===== config.mk =====
export PLATFORM = sky130hd
export DESIGN_NAME = pipeline_freeze_ctrl
export DESIGN_NICKNAME = d
export VERILOG_FILES = /design/src/rtl/pipeline_freeze_ctrl.sv
export SDC_FILE = /design/constraint.sdc
export NUM_CORES = 1
export LEC_CHECK = 0
export CORE_AREA = 2 2 50 52
export CTS_CLUSTER_SIZE = 20
export DETAILED_ROUTE_END_ITERATION = 10
export DIE_AREA = 0 0 52 54
export PLACE_DENSITY = 0.89
export SETUP_SLACK_MARGIN = 0.5
export SLEW_MARGIN = 15
export SYNTH_ARGS = -nofsm -noshare
export SYNTH_HDL_FRONTEND = slang
export SYNTH_SLANG_ARGS = --single-unit

===== constraint.sdc =====
create_clock -name clk -period 1.5 [get_ports clk]
set_input_delay 0.3 -clock clk [delete_from_list [all_inputs] [get_ports clk]]
set_output_delay 0.3 -clock clk [all_outputs]
set_load 0.1 [all_outputs]

===== src/rtl/pipeline_freeze_ctrl.sv =====
// Freeze/flush controller for the ARM core pipeline: resolves hazard, branch and memory-wait requests.
// Optional STALL_STATS_EN macro builds saturating hazard-stall and branch-flush statistics counters.
module pipeline_freeze_ctrl #(
  parameter int unsigned WAIT_MAX = 15,
  parameter int unsigned STAT_W   = 16
) (
  input  logic              clk,
  input  logic              rst,
  input  logic              hazard,
  input  logic              branch_taken,
  input  logic              mem_req,
  input  logic              mem_ready,
  output logic              pc_freeze,
  output logic              ifid_freeze,
  output logic              ifid_flush,
  output logic              idexe_flush,
  output logic              pipe_freeze,
  output logic              mem_busy,
  output logic              mem_timeout,
  output logic [STAT_W-1:0] stall_cnt,
  output logic [STAT_W-1:0] flush_cnt
);

  typedef enum logic [0:0] {
    ST_RUN      = 1'b0,
    ST_MEM_WAIT = 1'b1
  } state_e;

  localparam logic [7:0] WAIT_MAX_C = 8'(WAIT_MAX);

  state_e     state_q, state_d;
  logic [7:0] wait_cnt_q, wait_cnt_d;
  logic       timeout_q, timeout_d;

  logic pc_freeze_s, ifid_freeze_s, ifid_flush_s, idexe_flush_s, pipe_freeze_s;

  // Next-state and Mealy control decode, priority: miss, branch, hazard.
  always_comb begin
    state_d       = state_q;
    wait_cnt_d    = wait_cnt_q;
    timeout_d     = timeout_q;
    pc_freeze_s   = 1'b0;
    ifid_freeze_s = 1'b0;
    ifid_flush_s  = 1'b0;
    idexe_flush_s = 1'b0;
    pipe_freeze_s = 1'b0;
    case (state_q)
      ST_RUN: begin
        if (mem_req && !mem_ready) begin
          pc_freeze_s   = 1'b1;
          ifid_freeze_s = 1'b1;
          pipe_freeze_s = 1'b1;
          state_d       = ST_MEM_WAIT;
          wait_cnt_d    = 8'd1;
        end else if (branch_taken) begin
          ifid_flush_s  = 1'b1;
          idexe_flush_s = 1'b1;
        end else if (hazard) begin
          pc_freeze_s   = 1'b1;
          ifid_freeze_s = 1'b1;
          idexe_flush_s = 1'b1;
        end else begin
          state_d = ST_RUN;
        end
      end
      ST_MEM_WAIT: begin
        if (!mem_ready) begin
          pc_freeze_s   = 1'b1;
          ifid_freeze_s = 1'b1;
          pipe_freeze_s = 1'b1;
          wait_cnt_d    = (wait_cnt_q == 8'hFF) ? 8'hFF : (wait_cnt_q + 8'd1);
          if (wait_cnt_d >= WAIT_MAX_C) begin
            timeout_d = 1'b1;
          end else begin
            timeout_d = timeout_q;
          end
        end else begin
          // Release cycle: the held branch/hazard is still valid and acts now.
          state_d    = ST_RUN;
          wait_cnt_d = 8'd0;
          if (branch_taken) begin
            ifid_flush_s  = 1'b1;
            idexe_flush_s = 1'b1;
          end else if (hazard) begin
            pc_freeze_s   = 1'b1;
            ifid_freeze_s = 1'b1;
            idexe_flush_s = 1'b1;
          end else begin
            state_d = ST_RUN;
          end
        end
      end
      default: begin
        state_d    = ST_RUN;
        wait_cnt_d = 8'd0;
      end
    endcase
  end

  // FSM, wait counter and sticky timeout registers.
  always_ff @(posedge clk) begin
    if (!rst) begin
      state_q    <= ST_RUN;
      wait_cnt_q <= 8'd0;
      timeout_q  <= 1'b0;
    end else begin
      state_q    <= state_d;
      wait_cnt_q <= wait_cnt_d;
      timeout_q  <= timeout_d;
    end
  end

  assign pc_freeze   = rst & pc_freeze_s;
  assign ifid_freeze = rst & ifid_freeze_s;
  assign ifid_flush  = rst & ifid_flush_s;
  assign idexe_flush = rst & idexe_flush_s;
  assign pipe_freeze = rst & pipe_freeze_s;
  assign mem_busy    = rst & (state_q == ST_MEM_WAIT);
  assign mem_timeout = rst & timeout_q;

`ifdef STALL_STATS_EN
  logic [STAT_W-1:0] stall_cnt_q, flush_cnt_q;
  logic              stall_evt_s, flush_evt_s;

  // A hazard stall is the only case freezing PC without freezing the whole pipe.
  assign stall_evt_s = pc_freeze_s & ~pipe_freeze_s;
  assign flush_evt_s = ifid_flush_s;

  // Saturating statistics counters.
  always_ff @(posedge clk) begin
    if (!rst) begin
      stall_cnt_q <= {STAT_W{1'b0}};
      flush_cnt_q <= {STAT_W{1'b0}};
    end else begin
      if (stall_evt_s && (stall_cnt_q != {STAT_W{1'b1}})) begin
        stall_cnt_q <= stall_cnt_q + STAT_W'(1);
      end else begin
        stall_cnt_q <= stall_cnt_q;
      end
      if (flush_evt_s && (flush_cnt_q != {STAT_W{1'b1}})) begin
        flush_cnt_q <= flush_cnt_q + STAT_W'(1);
      end else begin
        flush_cnt_q <= flush_cnt_q;
      end
    end
  end

  assign stall_cnt = rst ? stall_cnt_q : {STAT_W{1'b0}};
  assign flush_cnt = rst ? flush_cnt_q : {STAT_W{1'b0}};
`else
  assign stall_cnt = {STAT_W{1'b0}};
  assign flush_cnt = {STAT_W{1'b0}};
`endif

endmodule


======== After elaboration in Yosys (flattened, before gate mapping) ========
Cells that the tools add are included.
storage, ports and cells
  bits in latches ......................... 0
  word-level logic and storage cells ...... 38
  memories ................................ 0
  flip-flop bits (word level) ............. 10
  RAM bits ................................ 0
  memory bits (read-only) ................. 0
operators by class
  order comparisons ....................... 1
  equality and inequality tests ........... 2
  add/sub/neg operators ................... 1
  reduce and logical (&&, ||, !) cells .... 3
  multipliers ............................. 0
  shifts and indexed selects .............. 0
  divide/modulo/power cells ............... 0
  muxes and demuxes ....................... 20
  bitwise logic cells ..................... 8
operators with widths
  operator             number
  $mux 8               3
  $pmux 8 s2           1
  $mux 1               12
  $add 8x1->8 const B  1
  $eq 8x8->1 const B   1
  $ge 8x4->1 const B   1
  $pmux 1 s2           4
  $and 1x1->1          6
  $reduce_and 3->1     1
  $ne 2x2->1 const B   1
  $not 1->1            2
  $logic_and 1x1->1    1
  $logic_not 1->1      1

======== Logic depth before layout (Yosys ltp) ========
  depth after elaboration ................. 5
  gate-level depth with buffers ........... 5
  gate-level depth less buffers ........... 5

======== Least setup slack after synthesis ========
OpenSTA, ideal clock, no wires.
  path kind ............................... input to output
  from .................................... in rst
  to ...................................... out pc_freeze
  arrival time ............................ 3.372 ns
  stages on the path ...................... 3
  required time ........................... 1.200 ns
  path buffers ............................ 2
  slack ................................... -2.172 ns
  cell sequence ........................... clkbuf_1 a21boi_0 buf_4
on the way
  longest elaborated chain between the ends .. 1
ends and longest elaborated chain
  what         line  source
  from (decl)  8     input logic rst,
  $and 1x1->1  -
  to (decl)    13    output logic pc_freeze,
No other way between the ends.

======== Final worst setup path ========
  from .................................... reg state_q
  to ...................................... out ifid_flush
on the way
  longest elaborated chain between the ends .. 3
ends and longest elaborated chain
  what                    line  source
  from (decl)             31    state_e state_q, state_d;
  from (signal assigned)  107   state_q <= state_d;
  $not 1->1               -
  $pmux 1 s2 *            47    case (state_q)
  $and 1x1->1 *           115   assign ifid_flush = rst & ifid_flush_s;
  to (decl)               15    output logic ifid_flush,
Mark *: on every way between the ends. The rest lies on a longest branch, timed or not.

==> metrics.cfg <==
[global_route]
grt_overflow_total=0
first_global_vias=681
grt_max_degree=8
antenna_found_initial=0
grt_first_pass_wirelength_um=3040
track_usage_pct=14.5

[layout]
seq_area_sq_um=226
fill_cells=208
nets=150
area_growth_syn_to_layout_pct=48.8
diodes=0
instances_no_fill=172
multi_input_area_sq_um=639
final_util_pct=54.8
drive_gt1_share_pct=45.8

[run]
max_cap_violations=0

[logic_synthesis]
async_flop_share_pct=0
syn_inst=114
synth.distinct_cells=31
synthTopCellsByCount=buf_4 (33), dfxtp_1 (10), o21ai_0 (10)
synthMuxAreaShare_pct=1.17
ys_seq_elements=10
avgSynthCellArea_sq_um=7.50
synth-compound-area-share_pct=22.7
synth_xor_xnor_area_share_pct=2.05
synthAdderAreaFrac_pct=1.46
synth_simple_gate_area_share_pct=15.8
synth_top_family_by_area=buffers and inverters
yosysTopAreaCell=buf_4
yosys-top-cells-area=buf_4 (29%), dfxtp_1 (23%), o21ai_0 (5.9%)
ys.flop_type=dfxtp_1
syn-cell-area_sq_um=855
ys_seq_area_share_pct=23.4
synth.top_cell.area_share_pct=29.0
yosysMostFrequentCell=buf_4
synth_edf_count=0
ys_warn_count=0

[floorplanning]
num_rows=18
start_util_pct=36.8
die_y_um=54
die_width_um=52
boundaryPins=45
die_area_sq_mm=0.00281
core_area_sq_mm=0.00232

[pwr]
leakagePower_uw=0.000503
clkPwrFrac_pct=19.4
p_sw_uw=572
power_frac_seq_pct=26.1
pwr-share-comb_pct=54.5
powerDensity_mw_per_mm2=808
ir_drop_mv=0.454
internal_power_uw=455
p_sw_share_pct=55.7

[clock_tree]
clkSlewWorstSetupHoldPaths_ns=0.07
root_buffer=clkbuf_4
ctsHtreeMaxLevel=1
clock_path_buffers=2
hold_buffers=0
cts_buffers=3
cts.sinks=10
clock_latency_ns=0.26
cts_tree=built

[sta]
tns_ns=-0.00452
clock-skew-final_ns=0.000972
layout_min_cycle_time_ns=1.50
setup_violations=1
fmax_mhz=665
fin_ws_ns=-0.00452
rsz0062_at_grt=yes
min_period_over_period_pct=100
finalMaxSlewViolations=0
finalHoldViolations=0

[detailed_routing]
vias=803
postRouteAntennaNets=0
wirelength_um=1980
drt_iter0_drc=23
wl_per_cell_um=11.5
firstDrtPassIters=4
viasPerCell=4.67
drc=0

[placement]
gp_congestion=0.881
dp.cells=160
pre_cts_slack_ns=-0.242
io_buffers=12
dpl.hpwl_um=1370

[setup_path]
critical_path.cell_chain=o21ai_4 -> and3_4 -> buf_12
cpPeakStageDelay_ns=0.36
worstPathArrival_ns=1.20
crit_fanout=4
cp.required_ns=1.20
crit_path_end_kind=output pin
crit_type=flop to output pin
slowest_stage=dfxtp_4
start_kind=flop

[run_status]
status=finished with violations
violations=negative setup slack

[min_path]
min_path_type=input port to flop

flip-flops by register name, summed over array words and instances (netlist names):
signal,count
timeout_q,1
wait_cnt_q,8
state_q,1
worst max-delay path, delay by kind of cell, from the launching register on:
kind | cells | cell delay [ns]
flops | 1 | 0.36
compound gates | 1 | 0.18
buf+inv | 1 | 0.17
simple gates | 1 | 0.22
cell families (layout without fill, tap and decap cells):
logic type      count (synthesis)  after routing
compound gates                 30             30
flops                          10             10
other cells                     1             32
fa+ha+maj                       1              1
simple gates                   27             27
buf+inv                        42             39
xor+xnor                        2              2
mux                             1              1
layer usage:
metal	vias to the layer above	track usage, %	wire (um)
met5	-	0	0
met4	0	6.58	22
met3	2	1.67	147
met2	46	26.8	1010
met1	377	16.7	799
li1	378	-	-
layout by cell type (no fill, tap or decap), drive strengths merged, types with 3 or more instances in the layout:
| cell | Yosys | routed |
|---|---|---|
| inv | 8 | 8 |
| conb | 1 | 32 |
| buf | 33 | 23 |
| o21ai | 10 | 10 |
| clkbuf | 1 | 4 |
| nand2 | 5 | 5 |
| dfxtp | 10 | 10 |
| nand3 | 3 | 3 |
| a21oi | 6 | 6 |
| and2 | 5 | 5 |
| nor2 | 8 | 8 |
final timing paths:
path,start,to,slack [ns],depth (start not counted)
worst min-delay path,rst,state_q,0.46,3
worst max register to register,wait_cnt_q[0],timeout_q,0.23,5
worst min register to register,wait_cnt_q[5],wait_cnt_q[5],0.49,2
worst max-delay path,state_q,ifid_flush,-0.005,3
power by group through the flow:
stage                     clock, uW  sequential [uW]  combinational, uW
after floorplan                   0              280                528
after CTS                       206              268                551
after detailed placement          0              281                535
after global routing            223              268                574
after global placement            0              281                532
final                           199              268                560
repair_timing:
action | in CTS | in global routing
buffers inserted | 6 | 2
setup endpoints to repair | 17 | 16
pin swaps | 18 | 10
gates resized for setup | 37 | 7
cloned | 0 | 0
area by class of cell:
cell class              count  area share [%]
multi-input cells          93            50.3
repair buffers             27            24.5
flip-flops and latches     10            17.8
well taps                  30            2.95
inverters                   8            2.36
clock buffers               4            2.07
per-stage QoR:
stage / total power, uW / instance area, sq um / hold WS [ns]
2_1_floorplan: 808 / 1080 / 0.465
3_3_place_gp: 813 / 1090 / 0.492
3_5_place_dp: 816 / 1090 / 0.495
4_1_cts: 1030 / 1230 / 0.453
5_1_grt: 1070 / 1270 / 0.471
6_report: 1030 / 1270 / 0.461
Power figures use the tool's default switching activity.
